### src/rtl/pipe_stage_hs.sv
// Handshaked pipeline stage register with flush, NOP bubbles and a saturating stall counter.
// Define PIPE_STAGE_HS_SKID_EN to add a one-entry skid buffer that registers in_ready.
module pipe_stage_hs #(
  parameter int CTRL_W = 24,
  parameter int DATA_W = 96,
  parameter int CNT_W  = 16
) (
  input  logic              clk,
  input  logic              rst,
  input  logic              in_valid,
  output logic              in_ready,
  input  logic [CTRL_W-1:0] in_ctrl,
  input  logic [DATA_W-1:0] in_data,
  output logic              out_valid,
  input  logic              out_ready,
  output logic [CTRL_W-1:0] out_ctrl,
  output logic [DATA_W-1:0] out_data,
  input  logic              flush,
  input  logic              cnt_clr,
  output logic [CNT_W-1:0]  stall_cnt
);

  logic              vld_q, vld_d;
  logic [CTRL_W-1:0] ctrl_q, ctrl_d;
  logic [DATA_W-1:0] data_q, data_d;
  logic [CNT_W-1:0]  cnt_q, cnt_d;

`ifdef PIPE_STAGE_HS_SKID_EN
  logic              sk_vld_q, sk_vld_d;
  logic [CTRL_W-1:0] sk_ctrl_q, sk_ctrl_d;
  logic [DATA_W-1:0] sk_data_q, sk_data_d;

  // Ready depends only on skid occupancy; flush forces it high since the beat is dropped anyway.
  assign in_ready = !sk_vld_q || flush;

  always_comb begin
    vld_d     = vld_q;
    ctrl_d    = ctrl_q;
    data_d    = data_q;
    sk_vld_d  = sk_vld_q;
    sk_ctrl_d = sk_ctrl_q;
    sk_data_d = sk_data_q;
    if (flush) begin
      vld_d    = 1'b0;
      ctrl_d   = '0;
      sk_vld_d = 1'b0;
    end else if (sk_vld_q) begin
      if (out_ready) begin
        vld_d    = 1'b1;
        ctrl_d   = sk_ctrl_q;
        data_d   = sk_data_q;
        sk_vld_d = 1'b0;
      end
    end else if (!vld_q || out_ready) begin
      vld_d  = in_valid;
      ctrl_d = in_valid ? in_ctrl : '0;
      if (in_valid) data_d = in_data;
    end else if (in_valid) begin
      sk_vld_d  = 1'b1;
      sk_ctrl_d = in_ctrl;
      sk_data_d = in_data;
    end
  end

  always_ff @(posedge clk or posedge rst) begin
    if (rst) begin
      sk_vld_q  <= 1'b0;
      sk_ctrl_q <= '0;
      sk_data_q <= '0;
    end else begin
      sk_vld_q  <= sk_vld_d;
      sk_ctrl_q <= sk_ctrl_d;
      sk_data_q <= sk_data_d;
    end
  end
`else
  assign in_ready = !vld_q || out_ready || flush;

  always_comb begin
    vld_d  = vld_q;
    ctrl_d = ctrl_q;
    data_d = data_q;
    if (flush) begin
      vld_d  = 1'b0;
      ctrl_d = '0;
    end else if (!vld_q || out_ready) begin
      vld_d  = in_valid;
      ctrl_d = in_valid ? in_ctrl : '0;
      // Data holds when no entry loads, so an emptied stage does not toggle the data bus.
      if (in_valid) data_d = in_data;
    end
  end
`endif

  always_comb begin
    cnt_d = cnt_q;
    if (cnt_clr) cnt_d = '0;
    else if (vld_q && !out_ready && !flush && cnt_q != {CNT_W{1'b1}}) cnt_d = cnt_q + 1'b1;
  end

  always_ff @(posedge clk or posedge rst) begin
    if (rst) begin
      vld_q  <= 1'b0;
      ctrl_q <= '0;
      data_q <= '0;
      cnt_q  <= '0;
    end else begin
      vld_q  <= vld_d;
      ctrl_q <= ctrl_d;
      data_q <= data_d;
      cnt_q  <= cnt_d;
    end
  end

  assign out_valid = vld_q;
  assign out_ctrl  = ctrl_q;
  assign out_data  = data_q;
  assign stall_cnt = cnt_q;

endmodule

### config.mk
export PLATFORM = sky130hd
export DESIGN_NAME = pipe_stage_hs
export DESIGN_NICKNAME = d
export VERILOG_FILES = /design/src/rtl/pipe_stage_hs.sv
export SDC_FILE = /design/constraint.sdc
export NUM_CORES = 1
export LEC_CHECK = 0
export CELL_PAD_IN_SITES_DETAIL_PLACEMENT = 1
export CELL_PAD_IN_SITES_GLOBAL_PLACEMENT = 2
export CORE_ASPECT_RATIO = 1.5
export CORE_UTILIZATION = 23
export DETAILED_ROUTE_END_ITERATION = 7
export HOLD_SLACK_MARGIN = 0.06
export MAX_ROUTING_LAYER = met4
export PLACE_DENSITY_LB_ADDON = 0.1
export REMOVE_ABC_BUFFERS = 1
export SYNTH_ARGS = -nofsm -noshare
export SYNTH_HDL_FRONTEND = slang
export SYNTH_SLANG_ARGS = --single-unit
### constraint.sdc
create_clock -name clk -period 5.4 [get_ports clk]
set_clock_uncertainty 0.1 [all_clocks]
set_input_delay 1.62 -clock clk [delete_from_list [all_inputs] [get_ports clk]]
set_output_delay 1.62 -clock clk [all_outputs]
set_load 0.01 [all_outputs]
# ---- Word level (Yosys, flattened, before mapping)
# Index checks and enable logic that the tools add are counted.
# Widths: inputs -> output; s select.
dict set report word_totals {
  register_bits 137
  elab_cells 25
}
dict set report op_classes {
  n_reduce_logical 11
  eq_ne 1
  mux 7
  addsub 1
  bitwise_logic 1
}
# operator count
set ops {}
lappend ops {{$mux 24} 3}
lappend ops {{$mux 16} 2}
lappend ops {{$add 16x1->16 const B} 1}
lappend ops {{$ne 16x16->1 const B} 1}
lappend ops {{$reduce_bool 2->1} 2}
lappend ops {{$logic_and 1x1->1} 3}
lappend ops {{$logic_not 1->1} 3}
lappend ops {{$reduce_and 3->1} 1}
lappend ops {{$logic_or 1x1->1} 2}
lappend ops {{$mux 1} 2}
lappend ops {{$not 1->1} 1}

# ---- Logic depth before layout (Yosys ltp)
dict set report logic_depth {
  word_depth 6
  depth_mapped 6
}

# ---- Least setup slack after synthesis
# Ideal clock, no wire load.
dict set report synth_path {
  path_type {input -> output}
  startpoint {in flush}
  endpoint {out in_ready}
  n_path_buf 1
  t_arrival_ps 2104
  cell_stages 3
  slack_ps 1576
  cell_sequence {nor3b_2 -> inv_2 -> clkbuf_1}
}
dict set report synth_between {
  elab_chain_len 1
}
# item line
set synth_rtl {}
lappend synth_rtl {{start, declared} 18} ;# input logic flush,
lappend synth_rtl {{$logic_or 1x1->1} 77} ;# assign in_ready = !vld_q || out_ready || flush;
lappend synth_rtl {{end, declared} 11} ;# output logic in_ready,
# Every way passes these cells.

# ---- Final worst setup path
dict set report layout_path {
  startpoint {in out_ready}
  endpoint {out in_ready}
}
dict set report layout_between {
  elab_chain_len 2
}
# item line
set layout_rtl {}
lappend layout_rtl {{start, declared} 15} ;# input logic out_ready,
lappend layout_rtl {{$logic_or 1x1->1 (2 in series)} 77}
# Every way passes these cells.

==> flow_summary.json <==
{
  "status": "completed",
  "tns_ns": 0,
  "fill_cells": 2431,
  "cpPeakStageDelay_ns": 0.60,
  "cts-resized-gates": 0,
  "worstPathCellList": "clkdlybuf4s50_1 > nor3b_4 > inv_2 > clkdlybuf4s50_1",
  "rsz0062_at_grt": "no",
  "reg2reg_setup_slack_ns": 3.01,
  "p_switching_uw": 734,
  "final_core_util_pct": 38.8,
  "regArea_um2": 3430,
  "cp_slowest_cell": "clkdlybuf4s50_1",
  "grt_pass1_wl_mm": 27.4,
  "ir_drop_uv": 218,
  "die_h_um": 189,
  "start_kind": "input port",
  "final_common_cell": "clkdlybuf4s50_1",
  "drtPass1Iterations": 5,
  "post_drt_via_cell_ratio": 4.48,
  "period_needed_ns": 4.82,
  "synth_area_leaders": "dfrtp_1 64%, mux2_2 21%, a22o_1 3.9%",
  "synth_edf_count": 0,
  "synth_top_area_share_pct": 63.7,
  "design.core.area_um2": 23000,
  "p_leak_nw": 3.62,
  "p_sw_share_pct": 24.3,
  "maxSlewHeadroom_pct": 30.7,
  "crit_required_ns": 3.68,
  "cts_tree": "yes",
  "numClockSinks": 137,
  "async_flop_share_pct": 100,
  "timing.final.hold_violations": 0,
  "power_per_cell_area_nw_per_um2": 338,
  "hold_path.class": "flop to flop",
  "synth_top_flop_cell": "dfrtp_1",
  "yosysTopAreaCell": "dfrtp_1",
  "fin_nets": 756,
  "cts_made_buffers": 17,
  "syn_to_final_growth_pct": 65.7,
  "multi_input_area_um2": 1870,
  "r2r_start": "stall_cnt[0]",
  "worst_slew_pin_slew_ns": 1.04,
  "drt_wl_total_mm": 17.5,
  "power_frac_clock_pct": 37.7,
  "synthCells": 363,
  "diodes": 0,
  "die_w_um": 127,
  "vias": 4131,
  "port_buffers": 263,
  "start_util_pct": 23.4,
  "cts_root_buffer": "clkbuf_16",
  "path_max_fanout": 18,
  "seqPwrFrac_pct": 40.7,
  "cap_violations": 0,
  "pwr-share-comb_pct": 21.6,
  "synth_area_um2": 5380,
  "antenna_found_initial": 0,
  "ant_nets": 0,
  "drt-initial-drc-count": 144,
  "hpwlAfterDp_mm": 12.5,
  "wire_per_inst_um": 19.0,
  "clk_pin_slew_ns": 0.05,
  "r2r_end": "stall_cnt[6]",
  "gp_congestion": 0.721,
  "dp.cells": 890,
  "pin_count": 264,
  "final_cell_mix": "263 x clkdlybuf4s50_1, 137 x dfrtp_1, 102 x mux2_2, 24 x a22o_1, 17 x clkbuf_16",
  "p_int_mw": 2.28,
  "total_power_mw": 3.02,
  "placementRows": 68,
  "syn_avg_cell_area_um2": 14.8,
  "ff2ff_path_depth": 5,
  "max_clock_freq_mhz": 208,
  "cp-endpoint": "in_ready",
  "drv_slew": 0,
  "yosysUniqueCellTypes": 31,
  "dieArea_um2": 24000,
  "drive_above_1_share_pct": 22.7,
  "path_class": "input port to output port",
  "clock_latency_ns": 0.41,
  "synth_seq_cells": 137,
  "finalSetupViolCount": 0,
  "drc": 0,
  "post_cts_buffers": 0,
  "path_common_cell": "clkdlybuf4s50_1",
  "clk_path_buf_depth": 2,
  "cp.arrival_ns": 3.10,
  "h-tree-depth": 4,
  "stdcell_count": 922,
  "crit_start": "out_ready",
  "grt_pass1_vias": 4560,
  "grt_usage_pct": 15.7,
  "seq_area_frac_synth_pct": 63.7,
  "fin_crit_sh_pct": 89.2,
  "cts_hold_buf": 0,
  "grt_overflow": 0,
  "endpoint_kind": "output port",
  "grt_max_degree": 121,
  "yosysWarnings": 0
}
-- power by group through the flow --
stage	logic (mW)	registers, mW	clock network, mW
after floorplan	0.176	1.31	0
after global placement	0.653	1.24	0
after detailed placement	0.663	1.25	0
after CTS	0.665	1.23	1.19
after global routing	0.693	1.25	1.22
final	0.652	1.23	1.14
-- cell families (layout without fill, tap and decap cells) --
| logic type | Yosys count | in the layout | share of synthesized area [%] |
|---|---|---|---|
| AOI/OAI and AO/OA | 46 | 46 | 6.37 |
| adders and majority gates | 1 | 1 | 0.232 |
| buffers and inverters | 24 | 303 | 1.93 |
| DFF | 137 | 137 | 63.7 |
| muxes | 102 | 102 | 21.3 |
| and+or+nand+nor | 53 | 53 | 6.44 |
-- synthesized netlist by cell type (2+ instances only) --
cell type and number:
a22o_1 24, buf_2 8, nor2_1 9, nand2_1 5, mux2_2 102, nand4_1 4, nand3_1 8, or4_1 7
nor2b_1 5, clkbuf_1 10, inv_1 3, or2_2 2, o21ai_0 3, o31ai_1 6, dfrtp_1 137, or3_1 2
nor4_1 4, a21oi_1 11
-- layer usage --
layer | wire (um) | global-route usage [%] | up-vias
li1 | - | - | 1858
met1 | 6750 | 16.9 | 2117
met2 | 9500 | 27.2 | 137
met3 | 831 | 3.93 | 19
met4 | 393 | 6.64 | 0
met5 | 0 | - | -
-- registers in the layout, indices dropped and copies added, names as in the netlist --
name and cells:
out_data 96, out_ctrl 24, out_valid 1, stall_cnt 16
-- worst min-delay path by stage --
stage | to | from | depth (start not counted)
5_1_grt | out_ctrl[23] | out_ctrl[23] | 1
3_5_place_dp | out_ctrl[14] | out_ctrl[14] | 1
2_1_floorplan | out_ctrl[0] | out_ctrl[0] | 1
4_1_cts | out_ctrl[22] | out_ctrl[22] | 1
3_3_place_gp | out_ctrl[4] | out_ctrl[4] | 1
6_report | out_ctrl[9] | out_ctrl[9] | 1
-- stage by stage --
step | worst slack (ns) | hold WS, ns | area (um^2)
after global routing | 0.526 | 0.415 | 8920
after detailed placement | 0.596 | 0.381 | 8340
final | 0.581 | 0.396 | 8920
after floorplan | -2.83 | 0.433 | 5290
after CTS | 0.584 | 0.403 | 8920
after global placement | 0.603 | 0.383 | 8340
-- critical path: cells and delay by family --
kind | cells | cell delay, ns
and+or+nand+nor | 1 | 0.07
buffers and inverters | 3 | 1.39
-- area by class of cell --
cell class,instances,share of cell area [%]
clock buffer,25,5.78
clock inverter,7,0.715
inverter,4,0.224
multi-input combinational,202,20.9
sequential,137,38.4
tap,280,3.93
timing repair buffer,267,30.0
Power figures use the tool's default switching activity.
